## config.mk

```make
export PLATFORM = sky130hd
export DESIGN_NAME = div_sequencer
export DESIGN_NICKNAME = d
export VERILOG_FILES = /design/src/rtl/div_sequencer.sv
export SDC_FILE = /design/constraint.sdc
export NUM_CORES = 1
export LEC_CHECK = 0
export BUFFER_PORTS_ARGS = -buffer_cell sky130_fd_sc_hd__buf_2
export CELL_PAD_IN_SITES_DETAIL_PLACEMENT = 0
export CELL_PAD_IN_SITES_GLOBAL_PLACEMENT = 1
export CORE_ASPECT_RATIO = 1.1
export CORE_MARGIN = 4
export CORE_UTILIZATION = 47
export DETAILED_ROUTE_END_ITERATION = 12
export MAX_ROUTING_LAYER = met4
export PLACE_DENSITY_LB_ADDON = 0.1
export SYNTH_ARGS = -nofsm -noshare
export SYNTH_HDL_FRONTEND = slang
export SYNTH_SLANG_ARGS = --single-unit
```

## constraint.sdc

```tcl
create_clock -name clk -period 7.5 [get_ports clk]
set_input_delay 1.125 -clock clk [delete_from_list [all_inputs] [get_ports clk]]
set_output_delay 1.125 -clock clk [all_outputs]
set_load 0.005 [all_outputs]
```

## src/rtl/div_sequencer.sv

```systemverilog
// Multi-cycle restoring divider for EX: one quotient bit per cycle, signed or unsigned.
// Stalls the pipeline while busy and presents LO/HI for exactly one cycle.
module div_sequencer #(
    parameter int                DATA_W = 32,
    parameter logic [DATA_W-1:0] ZERO_Q = {DATA_W{1'b1}}
) (
    input  logic              clk,
    input  logic              rst,
    input  logic              start,
    input  logic              signed_op,
    input  logic [DATA_W-1:0] op_a,
    input  logic [DATA_W-1:0] op_b,
    input  logic              annul,
    output logic              stallreq_for_ex,
    output logic              result_valid,
    output logic [DATA_W-1:0] quotient,
    output logic [DATA_W-1:0] remainder,
    output logic              div_by_zero
);
    localparam int CNT_W = (DATA_W > 1) ? $clog2(DATA_W) : 1;

    typedef enum logic [1:0] {IDLE, DIV_ON, DIV_END} state_t;

    state_t            state, state_nxt;
    logic [CNT_W-1:0]  cnt;
    logic [DATA_W-1:0] dvd, dsr, part, quo;
    logic              neg_q, neg_r;

    logic              accept, last;
    logic              sign_a, sign_b;
    logic [DATA_W-1:0] mag_a, mag_b;
    logic [DATA_W:0]   shifted, diff;
    logic              q_bit;
    logic [DATA_W-1:0] part_nxt, quo_nxt, done_q, done_r;

    assign accept = (state == IDLE) && start && !annul;
    assign last   = (cnt == CNT_W'(DATA_W - 1));
    assign sign_a = signed_op & op_a[DATA_W-1];
    assign sign_b = signed_op & op_b[DATA_W-1];
    assign mag_a  = sign_a ? -op_a : op_a;
    assign mag_b  = sign_b ? -op_b : op_b;

    // Partial remainder is always < divisor, so a set carry-out bit of the
    // shifted value can never make the subtraction go negative.
    assign shifted  = {part, dvd[DATA_W-1]};
    assign diff     = shifted - {1'b0, dsr};
    assign q_bit    = !diff[DATA_W];
    assign part_nxt = q_bit ? diff[DATA_W-1:0] : shifted[DATA_W-1:0];
    assign quo_nxt  = {quo[DATA_W-2:0], q_bit};
    assign done_q   = neg_q ? -quo_nxt  : quo_nxt;
    assign done_r   = neg_r ? -part_nxt : part_nxt;

    always_comb begin
        state_nxt       = state;
        stallreq_for_ex = 1'b0;
        result_valid    = 1'b0;
        case (state)
            IDLE: begin
                if (accept) begin
                    stallreq_for_ex = 1'b1;
                    state_nxt       = (op_b == '0) ? DIV_END : DIV_ON;
                end
            end
            DIV_ON: begin
                stallreq_for_ex = 1'b1;
                if (last) state_nxt = DIV_END;
            end
            DIV_END: begin
                result_valid = 1'b1;
                state_nxt    = IDLE;
            end
            default: state_nxt = IDLE;
        endcase
        if (annul) begin
            stallreq_for_ex = 1'b0;
            result_valid    = 1'b0;
            state_nxt       = IDLE;
        end
    end

    always_ff @(posedge clk) begin
        if (rst) begin
            state       <= IDLE;
            cnt         <= '0;
            dvd         <= '0;
            dsr         <= '0;
            part        <= '0;
            quo         <= '0;
            neg_q       <= 1'b0;
            neg_r       <= 1'b0;
            quotient    <= '0;
            remainder   <= '0;
            div_by_zero <= 1'b0;
        end else begin
            state <= state_nxt;
            if (annul) begin
                cnt <= '0;
            end else begin
                case (state)
                    IDLE: if (accept) begin
                        cnt   <= '0;
                        neg_q <= sign_a ^ sign_b;
                        neg_r <= sign_a;
                        if (op_b == '0) begin
                            quotient    <= ZERO_Q;
                            remainder   <= op_a;
                            div_by_zero <= 1'b1;
                        end else begin
                            dvd  <= mag_a;
                            dsr  <= mag_b;
                            part <= '0;
                            quo  <= '0;
                        end
                    end
                    DIV_ON: begin
                        dvd  <= dvd << 1;
                        part <= part_nxt;
                        quo  <= quo_nxt;
                        cnt  <= cnt + CNT_W'(1);
                        if (last) begin
                            cnt         <= '0;
                            quotient    <= done_q;
                            remainder   <= done_r;
                            div_by_zero <= 1'b0;
                        end
                    end
                    default: ;
                endcase
            end
        end
    end
endmodule

```

==> results of run 1 <==
## cells in the mapped netlist, types with 4 or more instances
master       n
mux2_2       4
ha_1        38
nand4_1      6
a21o_1      10
xor2_1      68
a311oi_1    12
o21a_1      12
and3_1      18
nor2_1     218
o211a_1      7
o211ai_1    28
clkbuf_1    83
a21oi_1    152
a221oi_1     5
o21ai_0    105
a211oi_1    50
and4_1       8
mux2i_1      6
and2_1      13
o221a_2      6
a21boi_0     4
a2111oi_0    4
buf_2       10
o31ai_1     25
nand2_1    185
o22ai_1     10
a31oi_1     15
nand2b_1    11
nor3_1      31
o21ai_1      4
dfxtp_1    201
a22oi_1     55
nor3b_1      7
buf_1       12
inv_1       43
nor2b_1      7
or2_2        4
o41ai_1     12
nor4_1      18
or3_1       21
or4_1       11
xnor2_1     62
nand3_1     28
## power by group
part / total, W / switching, W / internal, W
logic: 0.000387 / 0.000254 / 0.000134
registers: 0.00110 / 0.0000117 / 0.00109
clock network: 0.00117 / 0.000474 / 0.000699
## how the worst max path moves through the flow
stage	slack (ps)	end	from	cells past startpoint
finish	1880	remainder[30]	dvd[31]	21
global route	1480	remainder[30]	dvd[31]	21
CTS	1900	remainder[30]	dvd[31]	21
detailed placement	1920	remainder[30]	dvd[31]	21
global placement	2080	remainder[30]	dsr[9]	20
floorplan	2760	remainder[30]	dvd[31]	21
## area by class of cell
| class | count | area share (%) |
|---|---|---|
| inverters | 46 | 1.21 |
| clock inverters | 9 | 0.747 |
| multi-input cells | 1319 | 56.4 |
| repair buffers | 149 | 5.50 |
| well taps | 352 | 3.09 |
| flip-flops and latches | 201 | 28.3 |
| clock buffers | 33 | 4.75 |
## metrics by stage
stage / std cells / utilization (%) / instance area (um2) / power, W
2_1_floorplan: 1671 / - / 12600 / 0.00139
3_3_place_gp: 2067 / 51.2 / 13500 / 0.00151
3_5_place_dp: 2067 / 51.2 / 13500 / 0.00151
4_1_cts: 2109 / 54.1 / 14200 / 0.00268
5_1_grt: 2109 / 54.1 / 14200 / 0.00277
6_report: 2109 / 54.1 / 14200 / 0.00266
## cell families (layout without fill, tap and decap cells)
kind of cell / Yosys count / count (layout) / share of synthesized area [%]
compound gates: 544 / 544 / 28.2
xor+xnor: 130 / 130 / 9.03
fa+ha+maj: 39 / 39 / 3.93
buf+inv: 151 / 237 / 4.59
flops: 201 / 201 / 31.9
mux: 10 / 10 / 0.833
simple gates: 596 / 596 / 21.6
## layer usage
layer | vias to the layer above | wire, um | GRT usage [%]
met2 | 362 | 18600 | 42.3
met3 | 73 | 2100 | 2.82
met4 | 0 | 1330 | 8.56
met1 | 5836 | 18200 | 36.3
li1 | 6181 | - | -
met5 | - | 0 | -
## state kept, by name, indices dropped and copies added, names as in the netlist
register,cells
neg_r,1
dsr,32
state,2
part,32
dvd,32
remainder,32
neg_q,1
quo,31
div_by_zero,1
cnt,5
quotient,32
## critical path: stages, from the launching register on
cell      delay [ps]
dfxtp_1          410
inv_1             60
ha_1             220
fa_1             410
nor2b_1          180
o31a_1           240
o211a_1          270
o2111a_1         310
o21a_4           190
nor2_4            40
buf_4            280
inv_2            330
buf_4            390
nor2_1            70
a21oi_1          220
ha_1             250
nand4_1           90
mux2_2           350
or4b_4           520
o41ai_1          310
xor2_1           180
o22ai_1           80
==> flow_summary.yaml, run 1 <==
route:
  vias: 12500
  wire_per_inst_um: 19.1
  routed_wl_mm: 40.2
  antenna_left: 0
  drt_pass1_iterations: 5
  drcViolationCount: 0
  routed_via_density: 5.90
  drt_iter0_drc: 1035
pwr:
  p_per_area_nw_per_um2: 187
  peakVddDrop_v: 0.000154
  power_leakage_nw: 5.75
clock_tree:
  hold_buffers: 0
  htreeDepth: 1
  cts_tree: "yes"
  cts_sinks: 201
  cts_setup_buffers: 0
  clk_latency_ps: 530
  cts-root-buf: "clkbuf_16"
  numCtsBuffers: 25
  post_cts_resized: 0
  path_clk_slew_ps: 60
  cts_buffer_depth: 3
sta:
  max_slew_margin_pct: 30.5
  clock_skew_ps: 17.4
  finalSetupViolations: 0
  finalHoldViolations: 0
  grt_setup_unrepaired: "no"
  tns_ps: 0
  period_share_pct: 74.9
  period_minus_slack_ps: 5620
  timing.final.ws_setup_ps: 1880
  fmax_mhz: 178
  holdWs_ps: 453
  maxSlewViolCount: 0
  worstMarginPinSlew_ps: 1040
synth:
  postSynthAreaPerCell_um2: 7.55
  ys_warn_count: 0
  synth_nets: 1779
  synth.yosys.seq_area_share_pct: 31.9
  synthArstFlopShare_pct: 0
  ys_ff_latch: 201
  ys.flop_type: "dfxtp_1"
  synth_cell_types: 71
  yosys-top-cells-area: "dfxtp_1 32%, nor2_1 6.5%, a21oi_1 6.0%, nand2_1 5.5%, xor2_1 4.7%"
  synth_edf_count: 0
  synth_area_um2: 12600
  syn_inst: 1671
  yosysTopAreaCell: "dfxtp_1"
  netlist.area_leader.share_pct: 31.9
floorplanning:
  ios: 136
  die_w_um: 164
  num_rows: 62
  core-area_um2: 26300
  dieHeight_um: 180
  dieArea_um2: 29500
  initial_utilization_pct: 48.0
flow_run:
  maxCapViolations: 0
layout:
  multi_input_area_um2: 8030
  seqCellArea_um2: 4020
  final_common_cell: "nor2_1"
  fin_nets: 1850
  drive_gt1_share_pct: 12.5
  mostFrequentLayoutCells: "217 x nor2_1, 201 x dfxtp_1, 185 x nand2_1, 152 x a21oi_1, 134 x buf_2"
  fill_cells: 2618
  area.growth.synth_to_final_pct: 12.9
  diodes: 0
status:
  status: "finished clean"
setup_path:
  worst_setup_path_start_kind: "flop"
  worst-setup-path-type: "reg2reg"
  crit_arrival_ps: 5990
  rr_endpoint: "remainder[30]"
  crit_path_end_kind: "flop"
  r2r-start: "dvd[31]"
  cp_max_fo: 40
  required_ps: 7870
  r2r_cells: 21
  rrSetupSlack_ps: 1880
place:
  gp_congestion: 0.932
  post-place-ws_ps: 1920
  place_hpwl_mm: 29.2
  portBuffers: 135
global_route:
  grtUsageTotal_pct: 26.9
  grt_pass1_vias: 11500
  grt-ovfl-total: 0
  grt_first_pass_wirelength_mm: 63.2
  antenna_found_initial: 0
  grt_max_degree: 91
hold_path:
  hold_path_end: "dvd[9]"
  hold_start: "dvd[9]"
  hp-class: "reg2reg"
  min_path_cells: 2
No activity file was read; power rests on OpenSTA's default activity.
==> run 2: changes to the inputs <==
Settings changed: CORE_UTILIZATION 47 to 44.
Clock period 7.5 ns to 5.7 ns, I/O delays scaled along.
==> flow_summary.yaml, run 2 (synthesis gave the netlist of run 1 again) <==
setup_path:
  crit_arrival_ps: 5080
  worst_setup_path_start_kind: "flop"
  crit_path_end_kind: "flop"
  critPathTopFamily: "compound AO/OA/AOI/OAI gates"
  crit_chain: "inv_1 > ha_1 > a21oi_1 > o21ai_0 > a311o_1 > o2111a_1 > nor3_2 > nor2_4 > inv_2 > nor2_1 > a21oi_1 > ha_1 > nand4_1 > mux2_2 > or4b_4 > o41ai_1 > xor2_1 > o22ai_1"
  cp_slowest_stage_delay_ps: 530
  worst-setup-path-type: "reg2reg"
  cp_max_fo: 11
  required_ps: 6080
  critical_path.slowest_cell: "or4b_4"
  critPathBufInv: 2
clock_tree:
  htreeDepth: 1
  path_clk_slew_ps: 60
  hold_buffers: 0
  cts_buffer_depth: 3
  numCtsBuffers: 24
  cts_sinks: 201
  cts_setup_buffers: 0
  cts_tree: "yes"
  cts-root-buf: "clkbuf_16"
  post_cts_resized: 0
  clk_latency_ps: 520
global_route:
  antenna_found_initial: 0
  grt-ovfl-total: 0
  grt_pass1_vias: 11500
  met1_usage_pct: 34.0
  use_met2_pct: 42.0
  grt_first_pass_wirelength_mm: 63.9
  met3_usage_pct: 2.87
  grtUsageTotal_pct: 25.7
  grt-busiest-layer: "met2"
  grt_max_degree: 91
layout:
  drive_gt1_share_pct: 13.2
  final_common_cell: "nor2_1"
  area.growth.synth_to_final_pct: 14.9
  fin_nets: 1858
  mostFrequentLayoutCells: "217 x nor2_1, 201 x dfxtp_1, 185 x nand2_1, 152 x a21oi_1, 134 x buf_2"
  diodes: 0
  fill_cells: 2841
floorplanning:
  core-area_um2: 28000
  ios: 136
  dieHeight_um: 186
  num_rows: 64
  die_w_um: 169
  dieArea_um2: 31400
  initial_utilization_pct: 45.0
route:
  drcViolationCount: 0
  routed_wl_mm: 40.7
  antenna_left: 0
  wire_per_inst_um: 19.1
  vias: 12400
  drt_pass1_iterations: 7
  drt_iter0_drc: 915
  routed_via_density: 5.81
pwr:
  power_leakage_nw: 5.87
  peakVddDrop_v: 0.000235
  p_per_area_nw_per_um2: 259
  fin_total_pwr_w: 0.00375
sta:
  grt_setup_unrepaired: "no"
  finalSetupViolations: 0
  max_slew_margin_pct: 37.1
  period_share_pct: 82.3
  period_minus_slack_ps: 4690
  clock_skew_ps: 17.9
  tns_ps: 0
  maxSlewViolCount: 0
  finalHoldViolations: 0
  fmax_mhz: 213
  worstMarginPinSlew_ps: 930
place:
  portBuffers: 135
  gp_congestion: 0.850
  place_hpwl_mm: 30.4
status:
  status: "finished clean"
hold_path:
  hp-class: "reg2reg"
flow_run:
  maxCapViolations: 0
[run 2: cell types whose count changed in the layout (fill, tap and decap cells not counted), sizes merged]
cell      before  now
bufinv         2    6
clkinvlp       0    1
clkbuf        33   35
buf          149  158
inv           46   44
clkinv         7    4
[run 2: final timing paths]
path | endpoint | from | slack (ps) | cells past startpoint
hold / removal | dvd[13] | dvd[13] | 450 | 2
hold reg to reg | dvd[13] | dvd[13] | 450 | 2
setup reg to reg | remainder[30] | dsr[9] | 1010 | 18
setup / recovery | remainder[30] | dsr[9] | 1010 | 18
[run 2: layer usage]
| layer | part of all wire [%] | wire, um |
|---|---|---|
| met5 | 0 | 0 |
| met4 | 2.8 | 1160 |
| met3 | 5.0 | 2040 |
| met2 | 46 | 18800 |
| met1 | 46 | 18700 |
[run 2: final cells by class]
type / instances / area [um2] / area share, %
multi-input combinational: 1319 / 8040 / 55.4
timing repair buffer: 158 / 876 / 6.04
clock inverter: 9 / 198 / 1.36
sequential: 201 / 4020 / 27.8
tap: 363 / 454 / 3.13
clock buffer: 35 / 733 / 5.06
inverter: 46 / 173 / 1.19
[run 2: power breakdown]
part	internal (W)	total, W	leakage [nW]	switching (W)
sequential	0.00144	0.00145	1.63	0.0000156
combinational	0.000179	0.000515	3.79	0.000336
clock	0.00116	0.00178	0.455	0.000621
[run 2: per-stage QoR]
| stage | cell area [um2] | hold WS, ps | instances | util, % | worst slack (ps) |
|---|---|---|---|---|---|
| floorplan | 12600 | 432 | 1671 | - | 959 |
| global placement | 13600 | 439 | 2087 | 48.4 | 1130 |
| detailed placement | 13600 | 447 | 2087 | 48.4 | 1030 |
| CTS | 14500 | 455 | 2131 | 51.7 | 1040 |
| global route | 14500 | 472 | 2131 | 51.7 | 556 |
| finish | 14500 | 452 | 2131 | 51.7 | 1010 |
[run 2: worst register-to-register path, cell delays in order, from the launching register on]
cell and delay (ps):
dfxtp_1 300, inv_1 50, ha_1 440, a21oi_1 250, o21ai_0 150, a311o_1 400
o2111a_1 310, nor3_2 430, nor2_4 60, inv_2 120, nor2_1 50, a21oi_1 210
ha_1 250, nand4_1 90, mux2_2 360, or4b_4 530, o41ai_1 310, xor2_1 180
o22ai_1 80
==> run 3: changes to the inputs <==
Settings changed: ABC_AREA set to 1, CORE_UTILIZATION 44 to 38.
Clock period 5.7 ns to 4.1 ns, I/O delays scaled along.
==> flow_summary.yaml, run 3 <==
status:
  status: "finished clean"
setup_path:
  worst_setup_path_start_kind: "flop"
  r2r-start: "dvd[31]"
  cpMostUsedCell: "nand2_2"
  rrSetupSlack_ps: 290
  rr_endpoint: "quotient[30]"
  required_ps: 4580
  r2r_cells: 30
  critical_path.slowest_cell: "fa_2"
  worst-setup-path-type: "reg2reg"
  cp_max_fo: 3
  crit_path_end_kind: "flop"
  cp_slowest_stage_delay_ps: 370
  crit_arrival_ps: 4290
clock_tree:
  cts_tree: "yes"
  clk_latency_ps: 560
  cts_sinks: 201
  htreeDepth: 1
  cts_buffer_depth: 3
  path_clk_slew_ps: 60
  numCtsBuffers: 26
  cts-root-buf: "clkbuf_16"
  hold_buffers: 0
floorplanning:
  dieArea_um2: 40200
  die_w_um: 192
  ios: 136
  core-area_um2: 36400
  initial_utilization_pct: 38.8
  dieHeight_um: 210
  num_rows: 73
synth:
  ys.flop_type: "dfxtp_1"
  synthArstFlopShare_pct: 0
  synth_area_um2: 14100
  synth_edf_count: 0
  ys_ff_latch: 201
  synth.yosys.seq_area_share_pct: 28.5
  yosysTopAreaCell: "dfxtp_1"
  synth_nets: 2416
  yosys-top-cells-area: "dfxtp_1 29%, nand2_1 18%, inv_1 8.1%, a21oi_1 7.6%, o21ai_0 5.1%"
  synth.most_common_cell: "nand2_1"
  ys_warn_count: 0
  syn_inst: 2308
  netlist.area_leader.share_pct: 28.5
  synth_cell_types: 54
  postSynthAreaPerCell_um2: 6.11
  yosys-top-cells-count: "675 x nand2_1, 305 x inv_1, 213 x a21oi_1"
global_route:
  grt_pass1_vias: 14400
  grt_max_degree: 85
  grt-ovfl-total: 0
  antenna_found_initial: 0
  grt_first_pass_wirelength_mm: 79.8
  grtUsageTotal_pct: 25.5
pwr:
  pwr-share-clk_pct: 43.5
  internal_power_w: 0.00369
  seq_power_share_pct: 37.9
  comb_power_share_pct: 18.6
  switchingPower_w: 0.00167
  p_per_area_nw_per_um2: 327
  power_leakage_nw: 7.93
  switching_share_pct: 31.1
  fin_total_pwr_w: 0.00535
  peakVddDrop_v: 0.000283
layout:
  area.growth.synth_to_final_pct: 16.3
  diodes: 0
  final_area_um2: 16400
  mostFrequentLayoutCells: "668 x nand2_1, 301 x inv_1, 213 x a21oi_1, 197 x dfxtp_1, 179 x nor2_1"
  fin_nets: 2532
  final_common_cell: "nand2_1"
  fill_cells: 4087
  drive_gt1_share_pct: 14.4
place:
  portBuffers: 135
  dpl_cell_area_um2: 15300
  post-place-ws_ps: 15.2
  place_hpwl_mm: 38.6
  gp_congestion: 0.909
sta:
  period_minus_slack_ps: 3810
  fmax_mhz: 262
  holdWs_ps: 351
  maxSlewViolCount: 0
  timing.final.ws_setup_ps: 286
  tns_ps: 0
  worstMarginPinSlew_ps: 1010
  finalHoldViolations: 0
  finalSetupViolations: 0
  max_slew_margin_pct: 32.6
  period_share_pct: 93.0
  clock_skew_ps: 14.4
route:
  drcViolationCount: 0
  antenna_left: 0
  drt_iter0_drc: 812
  wire_per_inst_um: 17.4
  routed_wl_mm: 51.1
  drt_pass1_iterations: 5
  vias: 15000
  routed_via_density: 5.11
hold_path:
  hold_start: "op_b[1]"
  hp-class: "in2reg"
  min_path_cells: 3
  hold_path_end: "dsr[1]"
flow_run:
  maxCapViolations: 0
## run 3: routing by layer
metal | global-route usage [%] | vias to the layer above | wire length (um)
li1 | - | 7691 | -
met1 | 34.1 | 6904 | 24000
met2 | 40.5 | 314 | 23200
met3 | 3.01 | 79 | 2230
met4 | 7.83 | 0 | 1620
met5 | - | - | 0
## run 3: critical path, delay by kind of cell, from the launching register on
kind | cells | cell delay [ps]
adders and majority gates | 3 | 690
buffers and inverters | 6 | 380
DFF | 1 | 320
AOI/OAI and AO/OA | 2 | 230
and+or+nand+nor | 19 | 2110
## run 3: area by class of cell
class / instances / area (um2) / share of cell area [%]
Clock inverter: 9 / 88.8 / 0.542
Tap cell: 487 / 609 / 3.72
Sequential cell: 201 / 4030 / 24.6
Inverter: 312 / 1170 / 7.14
Clock buffer: 39 / 779 / 4.75
Multi-Input combinational cell: 1700 / 8670 / 52.9
Timing Repair Buffer: 183 / 1050 / 6.41
## run 3: per-stage QoR
step / utilization [%] / std cells
3_3_place_gp: 42.1 / 2878
6_report: 45.1 / 2931
5_1_grt: 45.1 / 2931
3_5_place_dp: 42.1 / 2878
4_1_cts: 44.5 / 2926
2_1_floorplan: - / 2308
## run 3: power by group through the flow
stage | Sequential, W | Clock (W) | Combinational (W)
3_5_place_dp | 0.00207 | 0 | 0.000968
3_3_place_gp | 0.00207 | 0 | 0.000967
6_report | 0.00203 | 0.00233 | 0.000994
4_1_cts | 0.00203 | 0.00239 | 0.000972
5_1_grt | 0.00203 | 0.00246 | 0.00111
2_1_floorplan | 0.00207 | 0 | 0.000638
## run 3: cell families after synthesis
logic type	synth area share, %
flops	28.5
fa+ha+maj	3.52
simple gates	34.5
compound gates	19.1
buf+inv	11.4
xor+xnor	2.98
## run 3: timing repair
item                       CTS  global route
pin swaps                    0            13
setup endpoints to repair    2            19
resized for setup            1            37
buffers inserted             0             5
## run 3: worst max-delay path by stage
stage,slack [ps],end,cells past startpoint,startpoint
after CTS,50,quotient[30],30,dvd[31]
after global placement,100,quotient[30],30,dvd[31]
final,290,quotient[30],30,dvd[31]
after global routing,-50,quotient[30],27,dsr[27]
after floorplan,130,quotient[30],32,dvd[31]
after detailed placement,20,quotient[28],31,dvd[31]
